==> src/rtl/pwm_brightness_gen.sv <==
// Brightness PWM generator: maps a 3-bit selection code to a duty target and
// drives a fixed-frequency PWM, updating (optionally fading) duty at period boundaries.
module pwm_brightness_gen #(
  parameter int PRESCALE  = 200,
  parameter int PERIOD    = 250,
  parameter int RAMP_STEP = 5
) (
  input  logic       clk,
  input  logic       rst_n,
  input  logic [2:0] sel,
  input  logic       en,
  output logic       pwm_out,
  output logic       period_start,
  output logic       busy,
  output logic [7:0] duty_cur
);

  localparam int              PW       = (PRESCALE > 1) ? $clog2(PRESCALE) : 1;
  localparam logic [PW-1:0]   PRE_LAST = PW'(PRESCALE - 1);
  localparam logic [7:0]      PER_LAST = 8'(PERIOD - 1);
  localparam logic [7:0]      T_Q1     = 8'(PERIOD / 4);
  localparam logic [7:0]      T_Q2     = 8'(PERIOD / 2);
  localparam logic [7:0]      T_Q3     = 8'((3 * PERIOD) / 4);
  localparam logic [7:0]      T_FULL   = 8'(PERIOD);
  localparam logic [8:0]      STEP9    = 9'(RAMP_STEP);
  localparam logic [7:0]      STEP8    = 8'(RAMP_STEP);

  logic [PW-1:0] pre_cnt;
  logic [7:0]    per_cnt;
  logic [7:0]    target;
  logic          tick;
  logic          period_end;

  // Next duty value: move one step toward target, landing exactly on it when close.
  function automatic logic [7:0] ramp_next(input logic [7:0] cur, input logic [7:0] tgt);
    logic [8:0] diff;
    logic [7:0] res;
    if (tgt >= cur) begin
      diff = {1'b0, tgt} - {1'b0, cur};
    end else begin
      diff = {1'b0, cur} - {1'b0, tgt};
    end
    if ((RAMP_STEP == 0) || (diff <= STEP9)) begin
      res = tgt;
    end else if (tgt > cur) begin
      res = cur + STEP8;
    end else begin
      res = cur - STEP8;
    end
    return res;
  endfunction

  // Selection code to duty target; illegal codes turn the LED off.
  always_comb begin
    target = 8'd0;
    case (sel)
      3'd0:    target = 8'd0;
      3'd1:    target = T_Q1;
      3'd2:    target = T_Q2;
      3'd3:    target = T_Q3;
      3'd4:    target = T_FULL;
      default: target = 8'd0;
    endcase
  end

  assign tick       = en && (pre_cnt == PRE_LAST);
  assign period_end = tick && (per_cnt == PER_LAST);

  // Prescaler and period counters; both parked at zero while disabled.
  always_ff @(posedge clk or negedge rst_n) begin
    if (!rst_n) begin
      pre_cnt <= '0;
      per_cnt <= 8'd0;
    end else if (!en) begin
      pre_cnt <= '0;
      per_cnt <= 8'd0;
    end else begin
      pre_cnt <= tick ? '0 : pre_cnt + 1'b1;
      if (tick) begin
        per_cnt <= (per_cnt == PER_LAST) ? 8'd0 : per_cnt + 8'd1;
      end else begin
        per_cnt <= per_cnt;
      end
    end
  end

  // Duty only changes at a period boundary, so no runt pulses appear.
  always_ff @(posedge clk or negedge rst_n) begin
    if (!rst_n) begin
      duty_cur <= 8'd0;
    end else if (period_end) begin
      duty_cur <= ramp_next(duty_cur, target);
    end else begin
      duty_cur <= duty_cur;
    end
  end

  // Registered outputs.
  always_ff @(posedge clk or negedge rst_n) begin
    if (!rst_n) begin
      pwm_out      <= 1'b0;
      period_start <= 1'b0;
      busy         <= 1'b0;
    end else begin
      pwm_out      <= en && (per_cnt < duty_cur);
      period_start <= period_end;
      busy         <= (duty_cur != target);
    end
  end

endmodule

==> config.mk <==
export PLATFORM = sky130hd
export DESIGN_NAME = pwm_brightness_gen
export DESIGN_NICKNAME = d
export VERILOG_FILES = /design/src/rtl/pwm_brightness_gen.sv
export SDC_FILE = /design/constraint.sdc
export NUM_CORES = 1
export LEC_CHECK = 0
export CAP_MARGIN = 30
export CELL_PAD_IN_SITES_DETAIL_PLACEMENT = 0
export CELL_PAD_IN_SITES_GLOBAL_PLACEMENT = 1
export CORE_AREA = 4 4 75 84
export DETAILED_ROUTE_END_ITERATION = 8
export DIE_AREA = 0 0 79 88
export PLACE_DENSITY = 0.83
export SYNTH_ARGS = -nofsm -noshare
export SYNTH_HDL_FRONTEND = slang
export SYNTH_SLANG_ARGS = --single-unit
export TNS_END_PERCENT = 1
==> constraint.sdc <==
create_clock -name clk -period 7.7 [get_ports clk]
set_input_delay 1.54 -clock clk [delete_from_list [all_inputs] [get_ports clk]]
set_output_delay 1.54 -clock clk [all_outputs]
set_load 0.005 [all_outputs]
After elaboration in Yosys (flattened, before gate mapping). Cells that the tools add are included. Widths: inputs -> output; s select.

Register bits after elaboration: 27. Bits of input ports: 6.

Add/sub/neg operators: 6. $lt $le $gt $ge: 4. Eq/ne operators: 8. Mux-type cells: 10. Reductions and logical operators: 3.

Operators with widths (count): $mux 8 (7); $pmux 8 s4 (1); $mux 9 (2); $sub 8x8->9 (2); $add 8x1->8 const B (2); $eq 8x8->1 const B (2); $le 9x3->1 const B (1); $add 8x3->8 const B (1); $ge 8x8->1 (1); $gt 8x8->1 (1); $lt 8x8->1 (1); $ne 8x8->1 (1); $sub 8x3->8 const B (1); $eq 3x2->1 const B (2); $eq 3x1->1 const B (1); $eq 3x3->1 const B (1); $logic_and 1x1->1 (3); $ne 2x1->1 const B (1).

Longest topological paths before layout. Gate-level depths: netlist of run 1.

Depth after elaboration: 7. Gate-level depth with buffers: 19.

Worst setup path before layout of run 1. No wires, ideal clock.

Kind: input to register. Start: input port sel[2]. End: register duty_cur[7]. Setup time: 149 ps. Arrival: 5098 ps. Setup slack: 2453 ps. Cell stages on the path: 19. Cells stage by stage: inv_1 nand2_1 inv_1 a21oi_1 nand2_1 ha_1 a21oi_1 nand2b_1 a31oi_1 o31ai_2 ha_1 a21o_1 a21oi_1 o21ai_0 o41ai_1 xor2_1 and2_1 o211ai_1 o311ai_0.

Cells in the longest elaborated chain, start to end: 7. Elaborated cells on any way between the ends: 14. Classes of those cells: add/sub: 2; order compare: 3; eq/ne: 4; mux: 5.

Ends and longest elaborated chain: start: declaration (line 10) `input logic [2:0] sel,`; $eq 3x3->1, or another cell as far along (line 56) `case (sel)`; $pmux 8 s4 * (line 56); $sub 8x8->9, or another cell as far along (line 41) `diff = {1'b0, cur} - {1'b0, tgt};`; $mux 9 (line 38) `if (tgt >= cur) begin`; $mux 9 (line 91) `end else if (period_end) begin`; $le 9x3->1 (line 43) `if ((RAMP_STEP == 0) || (diff <= STEP9)) begin`; $mux 8 * (line 43); end signal: assignment (line 92) `duty_cur <= ramp_next(duty_cur, target);`; end signal: assignment (line 94) `duty_cur <= duty_cur;`; end: declaration (line 15) `output logic [7:0] duty_cur`.

Every way passes the cells marked *; elsewhere a longest branch is shown, timed or not. The select of a mux whose other input is x is not followed. A chain may end at the register's enable or synchronous reset.

Worst setup path after layout of run 1. Same ends and word-level chain as after synthesis.

==> results.toml, run 1 <==
[floorplan]
die_width_um = 79
core_area_sq_um = 5400
start_util = 0.491
dieArea_sq_um = 6950
fp.dieH_um = 88
io_pins = 17
num_rows = 28

[yosys]
synth-seq-cells = 27
synth.yosys.warnings = 0
yosys.cell_count.top_type = "ha_1"
synthAdderAreaFrac = 0.174
syn-cell-area_sq_um = 2650
post-synth-top-area-fraction = 0.255
synth_area_leaders = "dfrtp_1, ha_1, inv_1, xor2_1, a21oi_1"
synth_nets = 339
synth-simple-area-share = 0.211
synth_ff_type = "dfrtp_1"
synth_common_cells = "ha_1, inv_1, dfrtp_1"
yosysUniqueCellTypes = 57
synth_xor_area_frac = 0.0628
syn_area_per_cell_sq_um = 8.90
synth_compound_area_frac = 0.217
synth_mux_area_frac = 0
synth_top_family_by_area = "compound AO/OA/AOI/OAI gates"
synth-edff-count = 0
async_reset_ff_frac = 1.00
synth.yosys.seq_area_share = 0.255
postSynthCellCount = 298
yosysTopAreaCell = "dfrtp_1"

[worst_setup_path]
crit_path_start = "sel[2]"
crit_buf_inv = 3
path_depth = 20
critPathArrivalTime_ps = 6380
critical_path.top_delay_family = "compound AO/OA/AOI/OAI gates"
reg2reg_to = "duty_cur[7]"
cp_cell_sequence = "clkdlybuf4s50_1 -> inv_1 -> nand2_1 -> inv_1 -> a21oi_1 -> nand2_1 -> ha_1 -> a21oi_1 -> nand2b_1 -> a31oi_1 -> o31ai_2 -> ha_1 -> a21o_1 -> a21oi_1 -> o21ai_0 -> o41ai_1 -> xor2_1 -> and2_1 -> o211ai_1 -> o311ai_0"
cp_max_fo = 15
path_class = "input port to register"
rr_startpoint = "duty_cur[1]"
endpoint_kind = "register"
cp-start-kind = "input port"
r2r_cells = 15
crit_top_cell = "a21oi_1"
cpMaxStageDelayCell = "o31ai_2"
cp-endpoint = "duty_cur[7]"
ff2ff_setup_slack_ps = 3320
slowest_delay_ps = 670
worstPathRequired_ps = 7840

[sta]
min_period_ps = 6240
worst_slew_pin_slew_ps = 733
fin_worst_skew_ps = 3.25
fin_setup_tns_ps = 0
rsz0062_at_grt = "no"
hold_violations = 0
max_freq_mhz = 160
setup_viol = 0
slew_headroom = 0.508
setup_slack_ps = 1460
slew_viol_final = 0
finalCritPeriodShare = 0.810

[routing]
routed_wirelength_mm = 6.13
ant_nets = 0
post-route-drc-count = 0
route.detailed.wl_per_inst_um = 16.0
dr.pass1.iters = 4
vias = 2178
drtIter0Drc = 80
viasPerCell = 5.67

[grt]
grt_overflow = 0
grt_max_degree = 28
grt_pass1_vias = 2169
grt_pass1_wl_mm = 10.5
antenna_found_initial = 0
grt_use_total = 0.190

[layout]
utilization = 0.530
final_area_sq_um = 2860
area_delta_synth_final_pct = 7.93
antenna_cells = 0
layout.nets = 351
drive_above_1_share = 0.0841

[outcome]
status = "complete, no violations"

[clock_network]
clockBufferDepth = 2
cts_buffers = 3
htreeDepth = 1
path_clk_slew_ps = 100
cts_tree = "yes"
cts_setup_buffers = 0
cts_resized = 0
cts_hold_buf = 0
clock_sinks = 27
clkLatencyLatePin_ps = 280
cts_root_buf = "clkbuf_8"

[job]
cap_viol_max_count = 0

[placement]
post_dp_cell_area_sq_um = 2810
place.gp.congestion = 0.846
dp_hpwl_mm = 4.84
place_ws_ps = 1180
io_buffers = 16

[power]
p_leak_nw = 1.25
max-vdd-ir-drop_uv = 94.7
power_uw = 325
p_per_area_nw_per_um2 = 114

[worst_hold_path]
hp-class = "register to register"
==> per-stage QoR <==
| stage | cells | hold WS (ps) |
|---|---|---|
| 6_report | 384 | 455 |
| 5_1_grt | 384 | 491 |
| 4_1_cts | 384 | 461 |
| 3_5_place_dp | 380 | 447 |
| 3_3_place_gp | 380 | 442 |
| 2_1_floorplan | 298 | 425 |
==> worst reg2reg max path, stage by stage (launching register included) <==
cell and delay (ps):
dfrtp_1 540, inv_1 200, ha_1 360, nor2b_4 140, o2111ai_1 300, a31oi_1 210, o31ai_2 670, ha_1 360
a21o_1 170, a21oi_1 210, o21ai_0 160, o41ai_1 330, xor2_1 130, and2_1 190, o211ai_1 140, o311ai_0 140
==> sequential cells by signal, indices dropped and copies added, names as in the netlist <==
name,count
period_start,1
busy,1
per_cnt,8
pwm_out,1
duty_cur,8
pre_cnt,8
==> final cells by class <==
cell class	instances	area (sq um)
clock buffer	3	41.3
clock inverter	1	7.51
tap	75	93.8
timing repair buffer	17	168
sequential	27	676
multi-input combinational	231	1760
fill	546	2530
inverter	30	113
==> where the power goes <==
part | total, mW | internal [mW] | switching (mW)
registers | 0.144 | 0.143 | 0.00112
logic | 0.0949 | 0.0370 | 0.0579
clock network | 0.0858 | 0.0368 | 0.0490
total | 0.325 | 0.217 | 0.108
==> kinds of logic after synthesis <==
| group | Yosys count |
|---|---|
| and+or+nand+nor | 99 |
| AOI/OAI and AO/OA | 78 |
| buffers and inverters | 40 |
| adders and majority gates | 35 |
| DFF | 27 |
| xor gates and xnor gates | 19 |
==> cells in the final DEF, fill, tap and decap left out, drive strengths merged, types with 2 or more instances in the layout <==
cell / count
nand4: 10
fa: 3
nor2: 15
a221o: 3
xnor2: 7
nand3: 14
o2111ai: 3
ha: 32
nand2: 21
a31oi: 5
o211ai: 3
o41ai: 2
o311ai: 4
a21oi: 19
nor3: 8
and2: 4
clkdlybuf4s50: 16
inv: 30
a211oi: 2
a21o: 10
xor2: 12
a221oi: 2
and3: 4
o21ai: 14
dfrtp: 27
o31ai: 5
nor4: 2
o21bai: 3
nor2b: 6
nand2b: 6
clkbuf: 3
==> worst min-delay path by stage <==
| stage | startpoint | end | depth (start not counted) | slack, ps |
|---|---|---|---|---|
| after floorplan | pre_cnt[0] | pre_cnt[0] | 1 | 430 |
| after global routing | pre_cnt[0] | pre_cnt[0] | 1 | 490 |
| after global placement | pre_cnt[0] | pre_cnt[0] | 1 | 440 |
| after detailed placement | pre_cnt[0] | pre_cnt[0] | 1 | 450 |
| final | pre_cnt[0] | pre_cnt[0] | 1 | 450 |
| after CTS | pre_cnt[0] | pre_cnt[0] | 1 | 460 |
==> per-layer routing <==
metal	global-route usage	wire length, um	part of all wire
met1	0.243	2780	0.45
met3	0.0195	120	0.020
met2	0.338	3100	0.51
met5	0	0	0
met4	0.0578	134	0.022
Power figures use the tool's default switching activity.
==> run 2, diff against run 1 <==
- CORE_AREA: 4 4 75 84 -> 4 4 81 91
- DIE_AREA: 0 0 79 88 -> 0 0 85 95
- PLACE_DENSITY: 0.83 -> 0.75
- clock period: 7.7 -> 5.01 ns (I/O delays scaled with it)
==> run 2 against run 1 <==
- sequential power is 54% higher
- combinational power rose by 76%
- core utilization shrank 6.5 points
- worst hold slack improved by 5.3 ps
- cell count grew 6.5%
- global-route usage down 3.5 points
- critical path depth decreased by 1
- non-clock buffer count rose by 18
==> results.toml, run 2 (synthesis results as in run 1) <==
[outcome]
status = "complete, no violations"

[placement]
place.gp.congestion = 0.894
post_dp_cell_area_sq_um = 2960
io_buffers = 16
place_ws_ps = -62.1
dp_hpwl_mm = 4.92

[clock_network]
cts_hold_buf = 0
htreeDepth = 1
clkLatencyLatePin_ps = 280
cts_tree = "yes"
cts_buffers = 3
path_clk_slew_ps = 110
clock_sinks = 27
cts_root_buf = "clkbuf_8"
clockBufferDepth = 2

[routing]
ant_nets = 0
viasPerCell = 5.43
vias = 2221
dr.pass1.iters = 4
drtIter0Drc = 97
post-route-drc-count = 0
routed_wirelength_mm = 6.06
route.detailed.wl_per_inst_um = 14.8

[grt]
met3_usage = 0.0166
top_usage_layer = "met2"
grt_use_total = 0.155
grtUsageMet1 = 0.212
grt_overflow = 0
grt_pass1_wl_mm = 10.1
grt_max_degree = 28
grt_pass1_vias = 2085
antenna_found_initial = 0
grt_use_met2 = 0.264

[floorplan]
core_area_sq_um = 6480
fp.dieH_um = 95
dieArea_sq_um = 8080
num_rows = 31
start_util = 0.409
io_pins = 17
die_width_um = 85

[sta]
min_period_ps = 4680
slew_headroom = 0.648
setup_viol = 0
rsz0062_at_grt = "no"
setup_slack_ps = 332
fin_setup_tns_ps = 0
finalCritPeriodShare = 0.934
hold_violations = 0
max_freq_mhz = 214
slew_viol_final = 0
worst_slew_pin_slew_ps = 523
fin_worst_skew_ps = 11.2

[layout]
final_common_cell = "ha_1"
n_fill_cell = 643
top_regs = "duty_cur x8, per_cnt x8, pre_cnt x8"
multi_input_area_sq_um = 1770
final_area_sq_um = 3020
antenna_cells = 0
seqCellArea_sq_um = 676
area_delta_synth_final_pct = 13.8
layout_common_cells = "ha_1, inv_1, dfrtp_1, nand2_1, buf_4"
layout.nets = 369
drive_above_1_share = 0.141

[power]
p_leak_nw = 1.34
switching_share = 0.328
seq_power_share = 0.426
switchingPower_uw = 171
p_per_area_nw_per_um2 = 173
clkPwrFrac = 0.253
internal_power_uw = 350
combPwrFrac = 0.321
max-vdd-ir-drop_uv = 101

[worst_setup_path]
worstPathRequired_ps = 5150
cp_max_fo = 4
cp-start-kind = "input port"
endpoint_kind = "register"
critPathArrivalTime_ps = 4820
path_class = "input port to register"

[job]
cap_viol_max_count = 0

[worst_hold_path]
hp-class = "register to register"
-- run 2: critical path, stage by stage --
cell and delay (ps):
clkdlybuf4s50_1 490, inv_1 80, nor3_1 240, a21oi_1 90, inv_1 100, ha_1 260
nor2b_4 140, o2111ai_1 250, a31oi_1 170, o31ai_2 330, ha_1 300, a21o_1 180
a21oi_2 160, o21ai_1 120, o41ai_2 310, xor2_1 200, nor3_1 60, o211ai_1 180
o311ai_0 140
-- run 2: routing by layer --
metal / up-vias / part of all wire
met4: 0 / 0.0050
met5: - / 0
met1: 1069 / 0.50
met3: 2 / 0.017
met2: 21 / 0.48
li1: 1129 / -
-- run 2: timing repair --
item | CTS | global route
buffers inserted | 0 | 0
resized for setup | 0 | 3
setup endpoints to repair | 0 | 1
-- run 2: layout make-up --
class                           count  area share
Clock buffer                        3      0.0137
Clock inverter                      1     0.00249
Inverter                           30      0.0373
Multi-Input combinational cell    231       0.588
Sequential cell                    27       0.224
Tap cell                           82      0.0340
Timing Repair Buffer               35       0.100
-- run 2: power groups by stage --
stage | sequential, mW | clock, mW | combinational, mW
after floorplan | 0.226 | 0 | 0.118
after CTS | 0.222 | 0.135 | 0.166
final | 0.222 | 0.132 | 0.167
after detailed placement | 0.226 | 0 | 0.165
after global routing | 0.222 | 0.141 | 0.186
after global placement | 0.226 | 0 | 0.164
-- run 2: metrics by stage --
step,hold WS (ps),util,std cells,total power [mW]
2_1_floorplan,425,-,298,0.344
3_3_place_gp,437,0.456,405,0.390
3_5_place_dp,450,0.456,405,0.391
4_1_cts,465,0.464,409,0.522
5_1_grt,496,0.466,409,0.550
6_report,460,0.466,409,0.520
-- run 2: path summary, 6_finish.rpt --
path / start / end / slack, ps / cells after the start
min reg2reg: pre_cnt[0] / pre_cnt[0] / 460 / 1
max in group asynchronous: rst_n / duty_cur[0] / 3640 / 2
max: sel[2] / duty_cur[7] / 330 / 19
min in group asynchronous: rst_n / per_cnt[6] / 1080 / 2
max reg2reg: duty_cur[1] / duty_cur[7] / 1210 / 15
min: pre_cnt[0] / pre_cnt[0] / 460 / 1
